`config.mk`:
```
export PLATFORM = sky130hd
export DESIGN_NAME = mem_port_arbiter
export DESIGN_NICKNAME = d
export VERILOG_FILES = /design/src/rtl/mem_port_arbiter.sv
export SDC_FILE = /design/constraint.sdc
export NUM_CORES = 1
export LEC_CHECK = 0
export ABC_CLOCK_PERIOD_IN_PS = 4050
export CORE_AREA = 2 2 106 108
export CTS_CLUSTER_DIAMETER = 80
export DETAILED_ROUTE_END_ITERATION = 8
export DIE_AREA = 0 0 108 110
export GPL_TIMING_DRIVEN = 0
export PLACE_DENSITY = 0.82
export SYNTH_ARGS = -nofsm -noshare
export SYNTH_HDL_FRONTEND = slang
export SYNTH_SLANG_ARGS = --single-unit
```
`constraint.sdc`:
```
create_clock -name clk -period 4.05 [get_ports clk]
set_clock_uncertainty 0.1 [all_clocks]
set_input_delay 0.81 -clock clk [delete_from_list [all_inputs] [get_ports clk]]
set_output_delay 0.81 -clock clk [all_outputs]
set_load 0.005 [all_outputs]
```
`src/rtl/mem_port_arbiter.sv`:
```
// mem_port_arbiter
//
// Shares one single-ported unified instruction/data memory between the
// instruction fetch (F) stage and the load/store (M) stage. Only one access
// can be in flight at a time. A down-counter times the fixed read latency.
// Per-stage stall requests go to the hazard unit until each stage's access
// has completed.
//
// Ports
//   clk, rst                 rising-edge clock, synchronous active-high reset
//   ReqF, PCF, AdvanceF      fetch request/address, F/D register load strobe
//   InstrF, InstrValidF      fetched instruction and its valid flag
//   StallF                   ReqF & ~InstrValidF
//   MemReadM, MemWriteM      M-stage load / store
//   ALUResultM, WriteDataM   data address and store data
//   modeBUM                  byte/half/word mode, forwarded to the memory
//   AdvanceM                 EX/MEM register load strobe
//   ReadDataM, DoneM         load data and M-access-complete flag
//   StallM                   (MemReadM|MemWriteM) & ~DoneM
//   mem_req, mem_we, mem_addr, mem_wdata, mem_mode
//                            memory issue strobe and command, combinational
//   mem_rdata                read data, valid LATENCY cycles after issue
//
// Parameters
//   DATA_WIDTH  address/data width
//   LATENCY     memory read latency in cycles, 1..7
//
// Build option
//   MEM_WRITE_BUFFER_EN  adds a one-entry write buffer. Stores are accepted
//                        into the buffer in any state and drain on the next
//                        IDLE cycle ahead of loads and fetches. Undefined:
//                        stores issue directly from IDLE.
//
// state  | meaning
// IDLE   | port free; at most one access issues this cycle
// BUSY_F | fetch in flight; cnt counts down to the completion cycle
// BUSY_M | load in flight; cnt counts down to the completion cycle

module mem_port_arbiter #(
  parameter int DATA_WIDTH = 32,
  parameter int LATENCY    = 2
) (
  input  logic                  clk,
  input  logic                  rst,
  input  logic                  ReqF,
  input  logic [DATA_WIDTH-1:0] PCF,
  input  logic                  AdvanceF,
  output logic [DATA_WIDTH-1:0] InstrF,
  output logic                  InstrValidF,
  output logic                  StallF,
  input  logic                  MemReadM,
  input  logic                  MemWriteM,
  input  logic [DATA_WIDTH-1:0] ALUResultM,
  input  logic [DATA_WIDTH-1:0] WriteDataM,
  input  logic [2:0]            modeBUM,
  input  logic                  AdvanceM,
  output logic [DATA_WIDTH-1:0] ReadDataM,
  output logic                  DoneM,
  output logic                  StallM,
  output logic                  mem_req,
  output logic                  mem_we,
  output logic [DATA_WIDTH-1:0] mem_addr,
  output logic [DATA_WIDTH-1:0] mem_wdata,
  output logic [2:0]            mem_mode,
  input  logic [DATA_WIDTH-1:0] mem_rdata
);

  typedef enum logic [1:0] {
    IDLE   = 2'd0,
    BUSY_F = 2'd1,
    BUSY_M = 2'd2
  } state_t;

  localparam logic [2:0] CNT_LOAD   = 3'(LATENCY - 1);
  // Instruction fetches are always full-word accesses.
  localparam logic [2:0] FETCH_MODE = 3'b010;

  state_t                state, state_nxt;
  logic [2:0]            cnt, cnt_nxt;
  logic                  kill, kill_nxt;
  logic                  m_done, m_done_nxt;
  logic [DATA_WIDTH-1:0] m_data, m_data_nxt;
  logic                  f_done, f_done_nxt;
  logic [DATA_WIDTH-1:0] f_data, f_data_nxt;

  // Completion strobes for this cycle (before any hold register).
  logic                  m_cmp, f_cmp;
  logic [DATA_WIDTH-1:0] m_cmp_data, f_cmp_data;

  logic                  f_pending;

`ifdef MEM_WRITE_BUFFER_EN
  logic                  wb_valid, wb_valid_nxt;
  logic [DATA_WIDTH-1:0] wb_addr, wb_addr_nxt;
  logic [DATA_WIDTH-1:0] wb_data, wb_data_nxt;
  logic [2:0]            wb_mode, wb_mode_nxt;
  logic                  ld_pending;
`else
  logic                  m_pending;
`endif

  assign f_pending = ReqF & ~f_done;
`ifdef MEM_WRITE_BUFFER_EN
  assign ld_pending = MemReadM & ~m_done;
`else
  assign m_pending = (MemReadM | MemWriteM) & ~m_done;
`endif

  always_ff @(posedge clk) begin
    if (rst) begin
      state    <= IDLE;
      cnt      <= '0;
      kill     <= 1'b0;
      m_done   <= 1'b0;
      m_data   <= '0;
      f_done   <= 1'b0;
      f_data   <= '0;
`ifdef MEM_WRITE_BUFFER_EN
      wb_valid <= 1'b0;
      wb_addr  <= '0;
      wb_data  <= '0;
      wb_mode  <= '0;
`endif
    end else begin
      state    <= state_nxt;
      cnt      <= cnt_nxt;
      kill     <= kill_nxt;
      m_done   <= m_done_nxt;
      m_data   <= m_data_nxt;
      f_done   <= f_done_nxt;
      f_data   <= f_data_nxt;
`ifdef MEM_WRITE_BUFFER_EN
      wb_valid <= wb_valid_nxt;
      wb_addr  <= wb_addr_nxt;
      wb_data  <= wb_data_nxt;
      wb_mode  <= wb_mode_nxt;
`endif
    end
  end

  always_comb begin
    state_nxt    = state;
    cnt_nxt      = cnt;
    kill_nxt     = kill;
    m_done_nxt   = m_done;
    m_data_nxt   = m_data;
    f_done_nxt   = f_done;
    f_data_nxt   = f_data;
    mem_req      = 1'b0;
    mem_we       = 1'b0;
    mem_addr     = '0;
    mem_wdata    = '0;
    mem_mode     = '0;
    m_cmp        = 1'b0;
    m_cmp_data   = '0;
    f_cmp        = 1'b0;
    f_cmp_data   = '0;
`ifdef MEM_WRITE_BUFFER_EN
    wb_valid_nxt = wb_valid;
    wb_addr_nxt  = wb_addr;
    wb_data_nxt  = wb_data;
    wb_mode_nxt  = wb_mode;
`endif

    // Nothing issues or completes while reset is held, so the memory never
    // sees a request that the reset edge would immediately abandon.
    if (!rst) begin
      if (AdvanceM) m_done_nxt = 1'b0;
      if (AdvanceF) f_done_nxt = 1'b0;

      case (state)
        IDLE: begin
`ifdef MEM_WRITE_BUFFER_EN
          if (wb_valid) begin
            mem_req      = 1'b1;
            mem_we       = 1'b1;
            mem_addr     = wb_addr;
            mem_wdata    = wb_data;
            mem_mode     = wb_mode;
            wb_valid_nxt = 1'b0;
          end else if (ld_pending) begin
            mem_req   = 1'b1;
            mem_addr  = ALUResultM;
            mem_mode  = modeBUM;
            state_nxt = BUSY_M;
            cnt_nxt   = CNT_LOAD;
            kill_nxt  = 1'b0;
          end else if (f_pending) begin
            mem_req   = 1'b1;
            mem_addr  = PCF;
            mem_mode  = FETCH_MODE;
            state_nxt = BUSY_F;
            cnt_nxt   = CNT_LOAD;
            kill_nxt  = 1'b0;
          end
`else
          // The M instruction is older than the fetch, so it wins.
          if (m_pending) begin
            mem_req   = 1'b1;
            mem_we    = MemWriteM;
            mem_addr  = ALUResultM;
            mem_wdata = WriteDataM;
            mem_mode  = modeBUM;
            if (MemWriteM) begin
              m_cmp = 1'b1;
            end else begin
              state_nxt = BUSY_M;
              cnt_nxt   = CNT_LOAD;
              kill_nxt  = 1'b0;
            end
          end else if (f_pending) begin
            mem_req   = 1'b1;
            mem_addr  = PCF;
            mem_mode  = FETCH_MODE;
            state_nxt = BUSY_F;
            cnt_nxt   = CNT_LOAD;
            kill_nxt  = 1'b0;
          end
`endif
        end

        // A requester that drops while its access is in flight has been
        // flushed; kill remembers that even if a new request reappears
        // before the data comes back.
        BUSY_M: begin
          if (!MemReadM) kill_nxt = 1'b1;
          if (cnt == 3'd0) begin
            state_nxt = IDLE;
            if (MemReadM && !kill) begin
              m_cmp      = 1'b1;
              m_cmp_data = mem_rdata;
            end
          end else begin
            cnt_nxt = cnt - 3'd1;
          end
        end

        BUSY_F: begin
          if (!ReqF) kill_nxt = 1'b1;
          if (cnt == 3'd0) begin
            state_nxt = IDLE;
            if (ReqF && !kill) begin
              f_cmp      = 1'b1;
              f_cmp_data = mem_rdata;
            end
          end else begin
            cnt_nxt = cnt - 3'd1;
          end
        end

        default: state_nxt = IDLE;
      endcase

`ifdef MEM_WRITE_BUFFER_EN
      // Buffer occupancy is the registered flag, so a store that arrives
      // in the drain cycle waits one cycle and then gets in.
      if (MemWriteM && !m_done && !wb_valid) begin
        wb_valid_nxt = 1'b1;
        wb_addr_nxt  = ALUResultM;
        wb_data_nxt  = WriteDataM;
        wb_mode_nxt  = modeBUM;
        m_cmp        = 1'b1;
      end
`endif

      // Keep a finished result while the stage is frozen by the other one,
      // so the access is not issued a second time.
      if (m_cmp && !AdvanceM) begin
        m_done_nxt = 1'b1;
        m_data_nxt = m_cmp_data;
      end
      if (f_cmp && !AdvanceF) begin
        f_done_nxt = 1'b1;
        f_data_nxt = f_cmp_data;
      end
    end
  end

  assign DoneM       = m_done | m_cmp;
  assign ReadDataM   = m_done ? m_data : m_cmp_data;
  assign InstrValidF = f_done | f_cmp;
  assign InstrF      = f_done ? f_data : f_cmp_data;
  assign StallF      = ReqF & ~InstrValidF;
  assign StallM      = (MemReadM | MemWriteM) & ~DoneM;

endmodule
```
### Word-level counts from Yosys, hierarchy flattened

Cells that the tools add are included.

* add/sub/neg operators: 1
* equal/unequal tests: 8
* mux-type cells: 60
* bitwise logic cells: 11
* reductions and logical operators: 17

Operators with widths (number)
* $mux W32: 17
* $mux W1: 27
* $mux W3: 7
* $mux W2: 5
* $ne A2 B2 Y1 const B: 3
* $ne A3 B3 Y1 const B: 2
* $pmux W3 S2: 1
* $reduce_bool A2 Y1: 3
* $reduce_and A5 Y1: 1
* $and A1 B1 Y1: 4
* $logic_and A1 B1 Y1: 4
* $not A1 Y1: 4
* $pmux W2 S2: 1
* $reduce_and A4 Y1: 1
* $logic_not A1 Y1: 3
* $logic_not A3 Y1: 1
* $or A1 B1 Y1: 3
* $pmux W1 S3: 1
* $reduce_and A3 Y1: 1
* $reduce_bool A3 Y1: 1
* $sub A3 B1 Y3 const B: 1
* $eq A2 B1 Y1 const B: 1
* $eq A2 B2 Y1 const B: 1
* $logic_not A2 Y1: 1
* other kinds (3): 3

* bits in registers: 72
* input bits: 138
* output and inout port bits: 137
* logic and storage cells: 104

### Logic depth before layout (Yosys ltp)

Gate-level depths: netlist of run 1.

* depth after elaboration: 10
* depth in mapped cells: 9
* mapped depth without buffers: 6

### Least setup slack after synthesis of run 1

No wires, ideal clock.

* path kind: input-to-output
* start: input rst
* end: output mem_addr[0]
* arrival: 1991 ps
* data required time: 3140 ps
* path slack: 1149 ps
* cell stages on the path: 6
* buffers on the path: 2
* cell sequence: buf_2 > inv_2 > nand2_1 > nor3_1 > buf_2 > a22o_1

* cells in the longest elaborated chain, start to end: 1

Ends and longest elaborated chain
* from (decl): line 44 `input logic rst,`
* $mux W32: line 167 `if (!rst) begin`
* to (decl): line 62 `output logic [DATA_WIDTH-1:0] mem_addr,`

No other way between the ends.

### Worst setup path in the final report of run 1

* start: input ReqF
* end: output InstrF[22]

* cells in the longest elaborated chain, start to end: 6

Ends and longest elaborated chain
* from (decl): line 45 `input logic ReqF,`
* $logic_and A1 B1 Y1: line 242 `if (ReqF && !kill) begin`
* $mux W32: line 242
* $mux W32: line 240 `if (cnt == 3'd0) begin`
* $mux W32: line 171 `case (state)`
* $mux W32: line 167
* $mux W32: line 282 `assign InstrF = f_done ? f_data : f_cmp_data;`
* to (decl): line 48 `output logic [DATA_WIDTH-1:0] InstrF,`

No other way between the ends.

==> results of run 1 <==
## state kept, by name, indices dropped and copies added (netlist names)
name / flops
m_data: 32
kill: 1
cnt: 3
m_done: 1
state: 2
f_done: 1
f_data: 32
## cell usage in the layout, fill, tap and decap left out, types with 10 or more instances in the layout
| cell | Yosys | final |
|---|---|---|
| a21oi_1 | 38 | 38 |
| a22o_1 | 88 | 88 |
| and2_1 | 34 | 34 |
| buf_2 | 18 | 17 |
| clkbuf_1 | 22 | 22 |
| clkbuf_8 | 0 | 10 |
| clkdlybuf4s50_1 | 0 | 273 |
| dfxtp_1 | 72 | 72 |
| nand2_1 | 133 | 133 |
| nor2_1 | 19 | 18 |
| o21ai_0 | 25 | 25 |
| o21ai_1 | 13 | 13 |
## repair_timing
action / in CTS / in global routing
endpoints found under the setup margin: 8 / 10
pin swaps: 0 / 0
gates resized for setup: 1 / 2
## routing by layer
| layer | track usage | vias up | wire [um] |
|---|---|---|---|
| met1 | 0.337 | 2402 | 7150 |
| met3 | 0.0658 | 26 | 1140 |
| met4 | 0.0788 | 0 | 306 |
| met2 | 0.485 | 211 | 8510 |
| met5 | 0 | - | 0 |
| li1 | - | 2427 | - |
## worst min path at each step
stage	startpoint	endpoint	slack (ps)	depth (start not counted)
floorplan	kill	kill	330	2
global placement	f_data[9]	f_data[9]	340	2
detailed placement	f_data[8]	f_data[8]	350	2
CTS	f_data[8]	f_data[8]	360	2
global route	f_data[28]	f_data[28]	380	2
finish	f_data[8]	f_data[8]	360	2
## Yosys cell counts (2+ instances only)
cell | count | area (um^2)
a22oi_1 | 9 | 67.6
mux2_1 | 2 | 22.5
dfxtp_1 | 72 | 1440
a211oi_1 | 3 | 22.5
inv_1 | 7 | 26.3
nor3b_1 | 2 | 15.0
nor2b_1 | 4 | 25.0
or3_1 | 2 | 12.5
nor3_4 | 3 | 48.8
nor2_1 | 19 | 71.3
buf_2 | 18 | 90.1
o21ai_1 | 13 | 65.1
nand2_1 | 133 | 499
clkbuf_1 | 22 | 82.6
a22o_1 | 88 | 771
nor3_1 | 2 | 10.0
nand2b_1 | 4 | 25.0
a21oi_1 | 38 | 190
o21ai_0 | 25 | 125
ha_1 | 6 | 75.1
and2_1 | 34 | 213
nand3_1 | 2 | 10.0
buf_6 | 7 | 78.8
## worst min-delay path: stages, from the launching register on
cell	delay (ps)
dfxtp_1	320
nand2_1	50
a21oi_1	50
## kinds of logic (layout without fill, tap and decap cells)
group,Yosys count,in the layout,share of synthesized area
muxes,3,3,0.00793
AOI/OAI and AO/OA,182,182,0.314
adders and majority gates,6,6,0.0183
DFF,72,72,0.352
and+or+nand+nor,211,211,0.240
buffers and inverters,55,344,0.0687
## power by group
part           leakage (nW)  internal, mW  total [mW]  switching [mW]
combinational          1.95         0.604        1.12           0.520
clock                0.0989         0.303       0.596           0.292
sequential            0.581         0.755       0.785          0.0294
total                  2.63          1.66        2.50           0.842
## through the flow
step | cell area (um^2) | setup WS (ps) | TNS (ps)
final | 7220 | 73.2 | 0
after global routing | 7220 | 13.6 | 0
after CTS | 7220 | 118 | 0
after detailed placement | 7010 | -26.2 | -99.3
after global placement | 7010 | 10.3 | 0
after floorplan | 4100 | 1150 | 0
## layout make-up
| class | count | share of cell area |
|---|---|---|
| buffer | 47 | 0.0352 |
| clock buffer | 10 | 0.0191 |
| clock inverter | 6 | 0.00935 |
| inverter | 8 | 0.00416 |
| multi-input combinational | 402 | 0.330 |
| sequential | 72 | 0.200 |
| tap | 140 | 0.0243 |
| timing repair buffer | 273 | 0.378 |
==> metrics, run 1 <==
status completed; CTS tree built; CP peak stage delay 580 ps; Vias 5066; Layout area overhead 76.2%; DR vias/cell 5.29; Yosys warning count 0; layout cells sized above 1 0.0636; Buf/Inv on CP 3; register area 1440 um^2; DRT antenna net count 0; RSZ-0062 raised after global routing false; first-pass GRT wire length 25300 um; worst-path fanout max 10; cells after synthesis 529; final wirelength 17100 um; Worst setup EP type output port; Multi-input gate area 2380 um^2; syn avg cell area 7.75 um^2; WP depth 7; IO buf count 273; Setup crit start kind input port; Setup violations, final 0; max_cap viols 0; Starting DRT DRC Count 318; Static Leakage 2.63 nW; Worst Setup EP InstrF[22]; Peak supply drop 0.163 mV; origin of the worst setup path ReqF; CTS Buf Count 9; mapped cell area 4100 um^2; number of synthesized flops with an enable pin 0; worst reg-to-reg setup slack 1720 ps; GRT overflow 0; Initial Utilization 0.383; start of the worst register-to-register path cnt[0]; DP HPWL 13800 um; die span in x 108 um; Crit path required time 3140 ps; worst hold margin 358 ps; DIE AREA 11900 um^2; fillers 915; fraction of registers with async set/reset 0; Synth Flop Type dfxtp_1; later-pin clock latency in the skew report 360 ps; slowest CP cell clkdlybuf4s50_1; r2r endpoint m_data[29]; Rel. slew slack 0.629; Post-Layout Cell Count 958; reg2reg path depth 8; final net count 957; average wire per standard cell 17.9 um; #FFs+latches synth 72; final hold violation count 0; CP Class input port to output port; Ports 275; drc violations 0; cell chain of the critical path clkdlybuf4s50_1, nand2_1, nor3_4, buf_2, nand2_1, o21ai_0, clkdlybuf4s50_1; register area share after synthesis 0.352; delay-heaviest family, CP buffers and inverters; period utilization 0.982; hold buffer count at CTS 0; ANT cells 0; GPL Wtd Cong 0.858; initial antenna violation count 0; Tot Pwr 2.50 mW; Arr. time, crit path 3070 ps; Slew Limit Fails 0; synth unique cells 37; Power Density 347 nW/um^2; clk slew on worst S/H paths 80 ps; Post-CTS Setup Bufs 0; Worst Max-Slew Pin Slew 555 ps; Worst Hold Class register to register; Pre-Repair DR Iteration Count 5; clk sinks 72; Global Route Usage Sum 0.276; Die H 110 um; CTS max path bufs 2; final core occ 0.675; FP Rows 38; CTS Root Cell clkbuf_8; number of global-route vias before repair 4936; Synth Net Count 673; fmax 251 MHz; Core ar. 10700 um^2; # placed instances 942; largest net degree at the start of global routing 14; CTS H-tree lvls 3; fin crit period 3980 ps
Note: power is estimated with default switching activity, not from simulation.
==> inputs of run 2 (changes only) <==
--- a/config.mk
+++ b/config.mk
@@ -11,6 +11,7 @@
 export DETAILED_ROUTE_END_ITERATION = 8
 export DIE_AREA = 0 0 108 110
 export GPL_TIMING_DRIVEN = 0
+export HOLD_SLACK_MARGIN = 0.03
 export PLACE_DENSITY = 0.82
 export SYNTH_ARGS = -nofsm -noshare
 export SYNTH_HDL_FRONTEND = slang
==> results of run 2 <==
Same layout as run 1: the final DEF is identical, and so are final timing and power.
==> inputs of run 3 (changes only) <==
--- a/config.mk
+++ b/config.mk
@@ -6,13 +6,15 @@
 export NUM_CORES = 1
 export LEC_CHECK = 0
 export ABC_CLOCK_PERIOD_IN_PS = 4050
-export CORE_AREA = 2 2 106 108
+export CAP_MARGIN = 20
+export CORE_AREA = 2 2 108 110
+export CTS_BUF_LIST = sky130_fd_sc_hd__clkbuf_4 sky130_fd_sc_hd__clkbuf_8
 export CTS_CLUSTER_DIAMETER = 80
 export DETAILED_ROUTE_END_ITERATION = 8
-export DIE_AREA = 0 0 108 110
+export DIE_AREA = 0 0 110 112
 export GPL_TIMING_DRIVEN = 0
 export HOLD_SLACK_MARGIN = 0.03
-export PLACE_DENSITY = 0.82
+export PLACE_DENSITY = 0.8
 export SYNTH_ARGS = -nofsm -noshare
 export SYNTH_HDL_FRONTEND = slang
 export SYNTH_SLANG_ARGS = --single-unit
==> metrics, run 3 (synthesized netlist as in run 1, its figures left out) <==
Core ar. 11200 um^2; drc violations 0; final hold violation count 0; Multi-input gate area 2380 um^2; die span in x 110 um; Starting DRT DRC Count 303; Tot Pwr 2.59 mW; Largest regs f_data x32, m_data x32, cnt x3; CTS max path bufs 2; clk sinks 72; Ports 275; Static Leakage 2.65 nW; first-pass GRT wire length 25700 um; FP Rows 39; worst-path fanout max 10; cell chain of the critical path clkdlybuf4s50_1, nand2_1, nor3_4, buf_2, nand2_1, o21ai_0, clkdlybuf4s50_1; fillers 943; largest net degree at the start of global routing 14; Worst Hold Class register to register; Crit path required time 3140 ps; Vias 4998; CTS tree built; ANT cells 0; slowest CP cell clkdlybuf4s50_1; layout cells sized above 1 0.0636; Pre-Repair DR Iteration Count 5; final wirelength 17200 um; CTS Buf Count 9; Worst Max-Slew Pin Slew 573 ps; Sum Neg Setup Slack 0 ps; DIE AREA 12300 um^2; Layout area overhead 77.1%; GPL Wtd Cong 0.846; Setup crit start kind input port; most common cell after layout, fill and taps aside clkdlybuf4s50_1; fin crit period 3900 ps; CTS Root Cell clkbuf_8; Slew Limit Fails 0; worst hold margin 360 ps; period utilization 0.963; Place WS 14.9 ps; DR vias/cell 5.20; hold buffer count at CTS 0; IO buf count 273; later-pin clock latency in the skew report 340 ps; initial antenna violation count 0; CP peak stage delay 570 ps; CTS H-tree lvls 3; Arr. time, crit path 2990 ps; number of global-route vias before repair 4911; Rel. slew slack 0.618; Setup violations, final 0; Worst setup EP type output port; status completed; register area 1440 um^2; fmax 256 MHz; RSZ-0062 raised after global routing false; average wire per standard cell 17.9 um; final core occ 0.650; DRT antenna net count 0; DP HPWL 13800 um; clk slew on worst S/H paths 80 ps; GRT overflow 0; Power Density 357 nW/um^2; CP Class input port to output port; Peak supply drop 0.196 mV; Die H 112 um; Global Route Usage Sum 0.271; setup ws final 151 ps; Initial Utilization 0.367; most frequent cells in the layout clkdlybuf4s50_1 (273), nand2_1 (133), a22o_1 (88), dfxtp_1 (72), a21oi_1 (38); max_cap viols 0; Post-CTS Setup Bufs 0; final net count 957
run 3: path summary, 6_finish.rpt:
| path | end | slack, ps | startpoint | cells past startpoint |
|---|---|---|---|---|
| worst max-delay path | InstrF[22] | 150 | ReqF | 7 |
| worst min-delay path | f_data[9] | 360 | f_data[9] | 2 |
| worst max register to register | m_data[1] | 1710 | cnt[0] | 8 |
| worst min register to register | f_data[9] | 360 | f_data[9] | 2 |
run 3: layer usage:
metal	vias up	share of wire	global-route usage
met2	217	0.49	0.453
met1	2317	0.40	0.326
met3	37	0.083	0.0796
li1	2427	-	-
met4	0	0.029	0.0987
met5	-	0	0
run 3: cell type report:
type                    count  area share
flip-flops and latches     72       0.198
multi-input cells         402       0.328
plain buffers              47      0.0346
repair buffers            273       0.376
clock buffers               9      0.0171
inverters                   8     0.00414
well taps                 143      0.0246
clock inverters             7      0.0164
run 3: power breakdown:
group	internal [mW]	switching, mW	total, mW	leakage (nW)
registers	0.755	0.0292	0.785	0.581
logic	0.604	0.516	1.12	1.95
clock network	0.410	0.279	0.688	0.116
run 3: timing repair:
action                                  CTS  global route
endpoints found under the setup margin    0            28
resized for setup                         0             2
hold endpoints to repair                  0             0
run 3: per-stage QoR:
| stage | instances | cell area [um^2] |
|---|---|---|
| CTS | 961 | 7250 |
| finish | 961 | 7260 |
| detailed placement | 945 | 7010 |
| global placement | 945 | 7010 |
| global route | 961 | 7260 |
| floorplan | 529 | 4100 |
run 3: critical path: cells and delay by family:
family | cells | cell delay (ps)
compound gates | 1 | 280
buf+inv | 3 | 1360
simple gates | 3 | 540
